<file path="config.mk">
export PLATFORM = sky130hd
export DESIGN_NAME = ps2_link_scheduler
export DESIGN_NICKNAME = d
export VERILOG_FILES = /design/src/rtl/ps2_pkg.sv /design/src/rtl/ps2_stable_filter.sv /design/src/rtl/ps2_link_scheduler.sv
export SDC_FILE = /design/constraint.sdc
export NUM_CORES = 1
export LEC_CHECK = 0
export ABC_AREA = 1
export CAP_MARGIN = 20
export CELL_PAD_IN_SITES_DETAIL_PLACEMENT = 0
export CELL_PAD_IN_SITES_GLOBAL_PLACEMENT = 1
export CORE_MARGIN = 4
export CORE_UTILIZATION = 45
export CTS_CLUSTER_DIAMETER = 30
export DETAILED_ROUTE_END_ITERATION = 12
export PLACE_DENSITY_LB_ADDON = 0.05
export SLEW_MARGIN = 20
export SYNTH_ARGS = -nofsm -noshare
export SYNTH_HDL_FRONTEND = slang
export SYNTH_SLANG_ARGS = --single-unit
</file>
<file path="constraint.sdc">
create_clock -name clock -period 3.8 [get_ports clock]
set_clock_uncertainty 0.1 [all_clocks]
set_input_delay 0.38 -clock clock [delete_from_list [all_inputs] [get_ports clock]]
set_output_delay 0.38 -clock clock [all_outputs]
set_load 0.01 [all_outputs]
</file>
<file path="src/rtl/ps2_pkg.sv">
// Shared types and button-code definitions for the PS2 link scheduler.
// Codes 1..10 map to one-hot button bits; code 0 means no button pressed.
package ps2_pkg;

    typedef enum logic [1:0] {
        SETTLE  = 2'd0,
        SAMPLE  = 2'd1,
        PUBLISH = 2'd2,
        TIMEOUT = 2'd3
    } ps2_state_t;

    localparam int NUM_BUTTONS = 10;

    localparam logic [3:0] CODE_NONE     = 4'd0;
    localparam logic [3:0] CODE_CIRCLE   = 4'd1;
    localparam logic [3:0] CODE_CROSS    = 4'd2;
    localparam logic [3:0] CODE_SQUARE   = 4'd3;
    localparam logic [3:0] CODE_TRIANGLE = 4'd4;
    localparam logic [3:0] CODE_LEFT     = 4'd5;
    localparam logic [3:0] CODE_RIGHT    = 4'd6;
    localparam logic [3:0] CODE_UP       = 4'd7;
    localparam logic [3:0] CODE_DOWN     = 4'd8;
    localparam logic [3:0] CODE_R1       = 4'd9;
    localparam logic [3:0] CODE_START    = 4'd10;
    localparam logic [3:0] CODE_MAX      = CODE_START;

    function automatic logic [NUM_BUTTONS-1:0] decode_code(input logic [3:0] code);
        logic [NUM_BUTTONS-1:0] vec;
        vec = '0;
        for (int i = 0; i < NUM_BUTTONS; i++) begin
            vec[i] = (code == 4'(i + 1));
        end
        return vec;
    endfunction

    function automatic logic code_valid(input logic [3:0] code);
        return (code <= CODE_MAX);
    endfunction

endpackage

</file>
<file path="src/rtl/ps2_stable_filter.sv">
// Sample divider plus candidate/match/sample tracking for one controller slot.
// o_stable and o_timeout are single-cycle strobes on the deciding sample.
module ps2_stable_filter #(
    parameter int SAMPLE_DIV   = 1000,
    parameter int STABLE_COUNT = 16,
    parameter int MAX_SAMPLES  = 64
) (
    input  logic       i_clk,
    input  logic       i_srst,
    input  logic       i_clear,
    input  logic       i_run,
    input  logic [3:0] i_code,
    output logic       o_stable,
    output logic       o_timeout,
    output logic [3:0] o_candidate
);

    localparam int DIV_W   = $clog2(SAMPLE_DIV + 1);
    localparam int MATCH_W = $clog2(STABLE_COUNT + 1);
    localparam int SAMP_W  = $clog2(MAX_SAMPLES + 1);

    localparam logic [DIV_W-1:0]   DIV_LAST   = DIV_W'(SAMPLE_DIV - 1);
    localparam logic [MATCH_W-1:0] MATCH_LAST = MATCH_W'(STABLE_COUNT - 1);
    localparam logic [SAMP_W-1:0]  SAMP_LAST  = SAMP_W'(MAX_SAMPLES - 1);

    logic [DIV_W-1:0]   r_div;
    logic [MATCH_W-1:0] r_match;
    logic [SAMP_W-1:0]  r_samples;
    logic [3:0]         r_cand;

    logic w_tick;
    logic w_first;
    logic w_same;

    assign w_tick  = i_run && (r_div == DIV_LAST);
    assign w_first = (r_samples == '0);
    assign w_same  = !w_first && (i_code == r_cand);

    // Decide on the sample itself so the publish lands exactly STABLE_COUNT dividers in.
    assign o_stable    = w_tick && w_same && (r_match == MATCH_LAST);
    assign o_timeout   = w_tick && !o_stable && (r_samples == SAMP_LAST);
    assign o_candidate = r_cand;

    always_ff @(posedge i_clk) begin
        if (i_srst || i_clear) begin
            r_div     <= '0;
            r_match   <= '0;
            r_samples <= '0;
            r_cand    <= '0;
        end else if (i_run) begin
            if (w_tick) begin
                r_div     <= '0;
                r_samples <= r_samples + 1'b1;
                if (w_same) begin
                    r_match <= r_match + 1'b1;
                end else begin
                    r_cand  <= i_code;
                    r_match <= MATCH_W'(1);
                end
            end else begin
                r_div <= r_div + 1'b1;
            end
        end
    end

endmodule

</file>
<file path="src/rtl/ps2_link_scheduler.sv">
// Alternates the shared 4-bit Arduino code link between two PS2 controllers.
// Define PS2_PRESS_EDGE_EN to add c1_press/c2_press newly-pressed pulse outputs.
module ps2_link_scheduler
    import ps2_pkg::*;
#(
    parameter int SETTLE_CYCLES = 1000,
    parameter int SAMPLE_DIV    = 1000,
    parameter int STABLE_COUNT  = 16,
    parameter int MAX_SAMPLES   = 64
) (
    input  logic                   clock,
    input  logic                   reset,
    input  logic                   enable,
    input  logic [3:0]             code_in,
    output logic                   sel_out,
    output logic [NUM_BUTTONS-1:0] c1,
    output logic [NUM_BUTTONS-1:0] c2,
    output logic                   c1_upd,
    output logic                   c2_upd,
    output logic                   err
`ifdef PS2_PRESS_EDGE_EN
    ,
    output logic [NUM_BUTTONS-1:0] c1_press,
    output logic [NUM_BUTTONS-1:0] c2_press
`endif
);

    localparam int SETTLE_W = $clog2(SETTLE_CYCLES + 1);
    localparam logic [SETTLE_W-1:0] SETTLE_LAST = SETTLE_W'(SETTLE_CYCLES - 1);

    ps2_state_t r_state;
    ps2_state_t w_state_next;

    logic [3:0]             r_sync1;
    logic [3:0]             r_sync2;
    logic [SETTLE_W-1:0]    r_settle_cnt;
    logic                   r_sel;
    logic [NUM_BUTTONS-1:0] r_c1;
    logic [NUM_BUTTONS-1:0] r_c2;
    logic                   r_c1_upd;
    logic                   r_c2_upd;
    logic                   r_err;

    logic                   w_settle_last;
    logic                   w_run;
    logic                   w_filter_clear;
    logic                   w_stable;
    logic                   w_timeout;
    logic [3:0]             w_candidate;
    logic [NUM_BUTTONS-1:0] w_vec;
    logic                   w_valid;
    logic                   w_publish;
    logic                   w_abandon;

    assign w_settle_last  = (r_settle_cnt == SETTLE_LAST);
    assign w_run          = enable && (r_state == SAMPLE);
    assign w_filter_clear = !w_run;
    assign w_vec          = decode_code(w_candidate);
    assign w_valid        = code_valid(w_candidate);
    assign w_publish      = enable && (r_state == PUBLISH);
    assign w_abandon      = enable && (r_state == TIMEOUT);

    ps2_stable_filter #(
        .SAMPLE_DIV   (SAMPLE_DIV),
        .STABLE_COUNT (STABLE_COUNT),
        .MAX_SAMPLES  (MAX_SAMPLES)
    ) u_filter (
        .i_clk       (clock),
        .i_srst      (reset),
        .i_clear     (w_filter_clear),
        .i_run       (w_run),
        .i_code      (r_sync2),
        .o_stable    (w_stable),
        .o_timeout   (w_timeout),
        .o_candidate (w_candidate)
    );

    always_comb begin
        w_state_next = r_state;
        case (r_state)
            SETTLE:  if (w_settle_last) w_state_next = SAMPLE;
            SAMPLE: begin
                if (w_stable)       w_state_next = PUBLISH;
                else if (w_timeout) w_state_next = TIMEOUT;
            end
            PUBLISH: w_state_next = SETTLE;
            TIMEOUT: w_state_next = SETTLE;
            default: w_state_next = SETTLE;
        endcase
        // Dropping enable abandons the slot; the select line is left where it is.
        if (!enable) w_state_next = SETTLE;
    end

    always_ff @(posedge clock) begin
        if (reset) begin
            r_state      <= SETTLE;
            r_sync1      <= '0;
            r_sync2      <= '0;
            r_settle_cnt <= '0;
            r_sel        <= 1'b0;
            r_c1         <= '0;
            r_c2         <= '0;
            r_c1_upd     <= 1'b0;
            r_c2_upd     <= 1'b0;
            r_err        <= 1'b0;
        end else begin
            r_sync1  <= code_in;
            r_sync2  <= r_sync1;
            r_state  <= w_state_next;
            r_c1_upd <= 1'b0;
            r_c2_upd <= 1'b0;
            r_err    <= 1'b0;
            if (enable && (r_state == SETTLE) && !w_settle_last) begin
                r_settle_cnt <= r_settle_cnt + 1'b1;
            end else begin
                r_settle_cnt <= '0;
            end
            if (w_publish) begin
                if (!w_valid) begin
                    r_err <= 1'b1;
                end else if (!r_sel) begin
                    r_c1     <= w_vec;
                    r_c1_upd <= 1'b1;
                end else begin
                    r_c2     <= w_vec;
                    r_c2_upd <= 1'b1;
                end
            end
            if (w_abandon) begin
                r_err <= 1'b1;
            end
            if (w_publish || w_abandon) begin
                r_sel <= ~r_sel;
            end
        end
    end

    assign sel_out = r_sel;
    assign c1      = r_c1;
    assign c2      = r_c2;
    assign c1_upd  = r_c1_upd;
    assign c2_upd  = r_c2_upd;
    assign err     = r_err;

`ifdef PS2_PRESS_EDGE_EN
    logic [NUM_BUTTONS-1:0] r_c1_press;
    logic [NUM_BUTTONS-1:0] r_c2_press;

    // Registered alongside the vector write so the press pulse lines up with its upd.
    always_ff @(posedge clock) begin
        if (reset) begin
            r_c1_press <= '0;
            r_c2_press <= '0;
        end else begin
            r_c1_press <= '0;
            r_c2_press <= '0;
            if (w_publish && w_valid) begin
                if (!r_sel) r_c1_press <= w_vec & ~r_c1;
                else        r_c2_press <= w_vec & ~r_c2;
            end
        end
    end

    assign c1_press = r_c1_press;
    assign c2_press = r_c2_press;
`endif

endmodule

</file>
==> results of run 1 <==
==> per-layer routing <==
metal | GRT usage [%] | vias to the layer above | share of wire (%)
li1 | - | 1396 | -
met5 | 0 | - | 0
met4 | 7.16 | 0 | 1.9
met1 | 21.4 | 1156 | 50
met3 | 3.20 | 12 | 3.7
met2 | 24.0 | 47 | 45
==> placed cells by master (no fill, tap or decap) <==
cell,count
nor2_2,3
nor2_1,49
nand4_4,1
nor3_1,9
clkbuf_8,11
nand2_1,81
nand3_1,38
or2_2,1
nor2_4,6
a21oi_2,1
and3_1,2
nand3_2,4
o21ai_1,7
clkinv_2,1
xor2_1,7
a311oi_1,1
xnor2_1,3
nor3b_1,2
nand2_2,7
buf_4,1
clkbuf_1,3
nor2_8,1
nand4_1,3
clkdlybuf4s50_1,30
o21bai_1,2
nand2_4,1
inv_1,43
dfxtp_1,70
inv_2,9
nand4_2,2
nand3b_1,1
ha_1,6
a21oi_1,41
and2_1,1
nor3_2,1
o21ai_0,1
a31oi_1,1
==> metrics by stage <==
stage	instance area (µm²)	hold slack [ps]	total power, mW
2_1_floorplan	3150	288	0.774
3_3_place_gp	3520	291	0.784
3_5_place_dp	3520	296	0.785
4_1_cts	3690	306	1.31
5_1_grt	3690	320	1.34
6_report	3690	304	1.29
==> cells in the mapped netlist <==
cell type  count
buf_1          1
nand4_1        3
and3_1         2
nor2_1        49
nand4_4        1
nand3_2        4
nand2_4        1
a31oi_1        1
nor3_1         9
nor3b_1        2
xor2_1         7
nor3_2         1
or2_2          1
a21oi_1       41
o21ai_1        7
nand3b_1       1
inv_1         43
nor2_8         1
inv_2          9
nor2_4         6
nand2_2        7
o21bai_1       2
buf_2          2
a21oi_2        1
and2_1         1
clkbuf_1       5
nand3_1       38
buf_4          2
xnor2_1        3
dfxtp_1       70
a311oi_1       1
nor2_2         3
ha_1           6
nand2_1       81
buf_6          1
nand4_2        2
o21ai_0        1
==> registers in the layout, summed over array words and instances (netlist names) <==
name / flops
r_sync2: 4
sel_out: 1
u_filter.r_samples: 7
c2_upd: 1
u_filter.r_div: 10
r_sync1: 4
c1: 10
u_filter.o_candidate: 4
c2: 10
err: 1
u_filter.r_match: 5
c1_upd: 1
r_settle_cnt: 10
r_state: 2
==> power by group <==
part	internal, mW	switching, mW	leakage (nW)
combinational	0.0109	0.0158	0.667
sequential	0.738	0.00237	0.566
clock	0.269	0.250	0.0865
==> how the worst max path moves through the flow <==
stage | startpoint | slack (ps) | to | depth (start not counted)
6_report | enable | 1710 | c2[7]$_SDFFE_PP0P_ | 6
5_1_grt | enable | 1500 | c2[1]$_SDFFE_PP0P_ | 6
4_1_cts | enable | 1710 | c2[7]$_SDFFE_PP0P_ | 6
3_5_place_dp | enable | 1360 | c1[1]$_SDFFE_PP0P_ | 6
3_3_place_gp | enable | 1400 | c2[7]$_SDFFE_PP0P_ | 6
2_1_floorplan | u_filter.r_div[0]$_SDFFE_PP0P_ | 2320 | u_filter.r_match[0]$_SDFFE_PP0P_ | 10
==> kinds of logic after synthesis <==
group | after synthesis | synth area share [%]
flops | 70 | 44.5
xor+xnor | 10 | 2.78
fa+ha+maj | 6 | 2.38
simple gates | 213 | 33.3
buf+inv | 63 | 8.06
compound gates | 54 | 9.02
==> area by class of cell <==
| class | count | area, µm² |
|---|---|---|
| repair buffers | 31 | 308 |
| fillers | 666 | 3110 |
| clock inverters | 1 | 5.00 |
| multi-input cells | 283 | 1490 |
| well taps | 96 | 120 |
| inverters | 52 | 195 |
| flip-flops and latches | 70 | 1400 |
| clock buffers | 14 | 163 |
==> worst max-delay path, cell delays in order <==
cell	delay [ps]
clkdlybuf4s50_1	580
nand2_1	100
nor2_2	620
nand2_2	300
nand2_1	150
a21oi_1	70
==> results.py, run 1 <==
metrics = {
    "synth": {
        "yosys.area.top_type_share_pct": 44.5,
        "netlist.top_cell.by_area": "dfxtp_1",
        "synth-seq-cells": 70,
        "synth_cell_types": 37,
        "ys_top_cells_by_area": "dfxtp_1, nand2_1, a21oi_1",
        "syn_area_per_cell_um2": 7.57,
        "yosysWarnings": 0,
        "ys_seq_area_share_pct": 44.5,
        "synth_cells": 416,
        "synth_area_mm2": 0.00315,
        "synthesis.nets": 429,
    },
    "critical_path": {
        "crit_type": "primary input to flip-flop",
        "ff2ff_path_depth": 6,
        "worstPathRequired_ps": 3910,
        "endpoint_kind": "flip-flop",
        "r2r_end": "c2[7]$_SDFFE_PP0P_",
        "cp_max_fo": 22,
        "cp-start-kind": "primary input",
        "arrival_ps": 2200,
        "reg2reg_from": "u_filter.o_candidate[0]$_SDFFE_PP0P_",
        "r2r_slack_ps": 1850,
    },
    "power": {
        "power-per-cell-area_mw_per_mm2": 349,
        "p_leak_nw": 1.32,
        "peakVddDrop_mv": 0.161,
    },
    "min_path": {
        "hp-class": "flip-flop to flip-flop",
        "min_to": "r_sync2[2]$_SDFF_PP0_",
        "min_from": "r_sync1[2]$_SDFF_PP0_",
        "hold-path-cell-count": 2,
    },
    "sta": {
        "tns_ps": 0,
        "finalHoldViolCount": 0,
        "worstMarginPinSlew_ps": 778,
        "fin_crit_ps": 2090,
        "maxSlewHeadroom_pct": 48.1,
        "finalCritPeriodShare_pct": 55.1,
        "fmax_ghz": 0.478,
        "report.final.slew_viol_count": 0,
        "fin_ws_ps": 1710,
        "rsz0062_at_grt": "no",
        "setup_viol": 0,
    },
    "place": {
        "portBuffers": 30,
        "dpl.hpwl_mm": 4.52,
        "place_congestion": 0.795,
        "dpl.cell_count": 532,
        "place_ws_ps": 1360,
    },
    "cts": {
        "cts-root-buf": "clkbuf_8",
        "cts_resized": 0,
        "cts_hold_buf": 0,
        "h-tree-depth": 3,
        "clk_path_buf_depth": 2,
        "clock-sinks": 70,
        "worstSkewPairLatency_ps": 330,
        "cts_tree": "yes",
        "cts_setup_buffers": 0,
        "clkTransAtPathRegs_ps": 70,
        "cts_buffers": 9,
    },
    "run_status": {
        "status": "finished clean",
    },
    "grt": {
        "grt_start_max_net_pins": 33,
        "overflow": 0,
        "grt_pass1_vias": 2342,
        "grt_usage_pct": 15.8,
        "grt_pass1_wl_mm": 10.8,
        "antenna_found_initial": 0,
    },
    "die": {
        "core_area_mm2": 0.00679,
        "die-area_mm2": 0.00840,
        "io_pins": 31,
        "initial_utilization_pct": 46.4,
        "num_rows": 30,
        "die_width_um": 91.7,
        "die_h_um": 91.7,
    },
    "finish": {
        "drive_gt1_share_pct": 11.1,
        "nets": 460,
        "stdcell_count": 547,
        "area_growth_pct": 17.0,
        "diodes": 0,
        "postLayoutCoreUtil_pct": 54.3,
    },
    "routing": {
        "post-route-drc-count": 0,
        "post_drt_wl_per_cell_um": 11.4,
        "wl_mm": 6.21,
        "drt_pre_antenna_iters": 4,
        "antenna_left": 0,
        "num_vias": 2611,
        "viasPerCell": 4.77,
        "drt-initial-drc-count": 94,
    },
    "flow_run": {
        "drv_cap": 0,
    },
}
No activity file was read; power rests on OpenSTA's default activity.
==> inputs of run 2 (changes only) <==
- CORE_UTILIZATION: 45 -> 37
- clock period: 3.8 -> 1.9 ns (I/O delays scaled with it)
==> run 2 against run 1 <==
  * Combinational power up 100%
  * Sequential share of layout area is 1.1 points lower
  * Register-to-register slack worse by 1600 ps
  * Largest cell class unchanged
  * Flip-flop and latch count stayed put
  * Non-clock buffer count increased by 2
  * Final cell count grew 2.0%
  * Core utilization down 8.3 points
  * Clock power grew to 2.8 times the previous value
  * Via count shrank 0.88%
  * Routed wire length grew 7.5%
  * Die area grew 20%
  * Critical path type is now flip-flop to flip-flop
==> results.py, run 2 (same netlist as run 1, synthesis figures left out) <==
metrics = {
    "sta": {
        "setup_viol": 0,
        "finalHoldViolCount": 0,
        "fmax_ghz": 0.591,
        "fin_crit_ps": 1690,
        "worstMarginPinSlew_ps": 405,
        "rsz0062_at_grt": "no",
        "fin_ws_ps": 207,
        "finalCritPeriodShare_pct": 89.1,
        "maxSlewHeadroom_pct": 73.0,
        "hold_ws_ps": 246,
        "report.final.slew_viol_count": 0,
        "tns_ps": 0,
    },
    "power": {
        "p_leak_nw": 1.36,
        "finalPower_mw": 2.97,
        "power-per-cell-area_mw_per_mm2": 784,
        "peakVddDrop_mv": 0.381,
    },
    "cts": {
        "h-tree-depth": 3,
        "cts_hold_buf": 0,
        "clk_path_buf_depth": 2,
        "clkTransAtPathRegs_ps": 80,
        "worstSkewPairLatency_ps": 350,
        "cts-root-buf": "clkbuf_8",
        "clock-sinks": 70,
        "cts_tree": "yes",
        "cts_buffers": 9,
        "cts_setup_buffers": 0,
        "cts_resized": 0,
    },
    "die": {
        "die_width_um": 100,
        "initial_utilization_pct": 38.1,
        "io_pins": 31,
        "die_h_um": 100,
        "die-area_mm2": 0.0101,
        "core_area_mm2": 0.00826,
        "num_rows": 33,
    },
    "finish": {
        "area_growth_pct": 20.4,
        "diodes": 0,
        "drive_gt1_share_pct": 12.1,
        "final_common_cell": "nand2_1",
        "nets": 462,
        "final.fill_count": 859,
        "design_area_mm2": 0.00379,
        "layout_common_cells": "nand2_1, dfxtp_1, nor2_1",
    },
    "grt": {
        "grt_pass1_wl_mm": 11.5,
        "grt_start_max_net_pins": 33,
        "overflow": 0,
        "grt_pass1_vias": 2440,
        "antenna_found_initial": 0,
        "grt_usage_pct": 14.3,
    },
    "routing": {
        "drt-initial-drc-count": 82,
        "post_drt_wl_per_cell_um": 12.0,
        "post-route-drc-count": 0,
        "viasPerCell": 4.64,
        "wl_mm": 6.68,
        "antenna_left": 0,
        "drt_pre_antenna_iters": 4,
        "num_vias": 2588,
    },
    "critical_path": {
        "ff2ff_path_depth": 8,
        "endpoint_kind": "flip-flop",
        "crit_type": "flip-flop to flip-flop",
        "cp_max_fo": 10,
        "reg2reg_from": "u_filter.r_div[0]$_SDFFE_PP0P_",
        "worstPathRequired_ps": 2050,
        "r2r_end": "r_state[0]$_SDFFE_PP0P_",
        "r2r_slack_ps": 210,
        "cp-start-kind": "flip-flop",
        "arrival_ps": 1840,
    },
    "min_path": {
        "hp-class": "primary input to flip-flop",
        "hold-path-cell-count": 3,
        "min_to": "r_sync1[2]$_SDFF_PP0_",
        "min_from": "code_in[2]",
    },
    "place": {
        "portBuffers": 30,
        "dpl.hpwl_mm": 4.92,
        "placed_area_mm2": 0.00356,
        "place_congestion": 0.774,
        "place_ws_ps": 10.6,
    },
    "run_status": {
        "status": "finished clean",
    },
    "flow_run": {
        "drv_cap": 0,
    },
}
[run 2: changes by cell type in the layout (fill, tap and decap cells not counted), sizes merged]
cell / before / now
buf: 1 / 3
clkinv: 1 / 2
clkinvlp: 0 / 1
bufinv: 0 / 3
clkbuf: 14 / 9
[run 2: stage by stage]
stage,cells,utilization (%)
global route,558,45.9
global placement,543,43.1
CTS,558,45.9
detailed placement,543,43.1
floorplan,416,-
finish,558,45.9
[run 2: how the worst max path moves through the flow]
| stage | from | endpoint | slack, ps | cells past startpoint |
|---|---|---|---|---|
| 2_1_floorplan | u_filter.r_div[0]$_SDFFE_PP0P_ | u_filter.r_match[0]$_SDFFE_PP0P_ | 420 | 10 |
| 4_1_cts | u_filter.r_div[0]$_SDFFE_PP0P_ | r_state[0]$_SDFFE_PP0P_ | 190 | 8 |
| 3_5_place_dp | enable | u_filter.o_candidate[3]$_SDFFE_PP0P_ | 10 | 6 |
| 5_1_grt | u_filter.r_div[0]$_SDFFE_PP0P_ | u_filter.r_match[2]$_SDFFE_PP0P_ | 30 | 9 |
| 3_3_place_gp | enable | r_settle_cnt[8]$_SDFF_PP0_ | 50 | 5 |
| 6_report | u_filter.r_div[0]$_SDFFE_PP0P_ | r_state[0]$_SDFFE_PP0P_ | 210 | 8 |
[run 2: metal layers]
layer | up-vias | part of all wire (%) | track usage [%]
met2 | 30 | 44 | 22.1
met5 | - | 0 | 0
met3 | 11 | 3.5 | 4.38
met1 | 1154 | 51 | 19.3
li1 | 1393 | - | -
met4 | 0 | 1.3 | 4.35
[run 2: report_power, final]
part | leakage (nW) | internal (mW) | switching, mW | total [mW]
sequential | 0.566 | 1.48 | 0.00509 | 1.48
combinational | 0.680 | 0.0218 | 0.0323 | 0.0542
clock | 0.115 | 0.865 | 0.573 | 1.44
total | 1.36 | 2.36 | 0.610 | 2.97
[run 2: critical path, cell delays in order, from the launching register on]
cell	delay, ps
dfxtp_1	360
ha_1	210
inv_1	60
nor2_1	230
nand3_2	130
nor2_4	240
nand3_2	130
nand2_1	80
a21oi_1	60
[run 2: final cells by class]
type,instances,area [µm²],area share [%]
Clock buffer,9,124,3.27
Clock inverter,6,111,2.94
Inverter,52,195,5.15
Multi-Input combinational cell,283,1490,39.4
Sequential cell,70,1400,37.0
Tap cell,105,131,3.46
Timing Repair Buffer,33,335,8.84
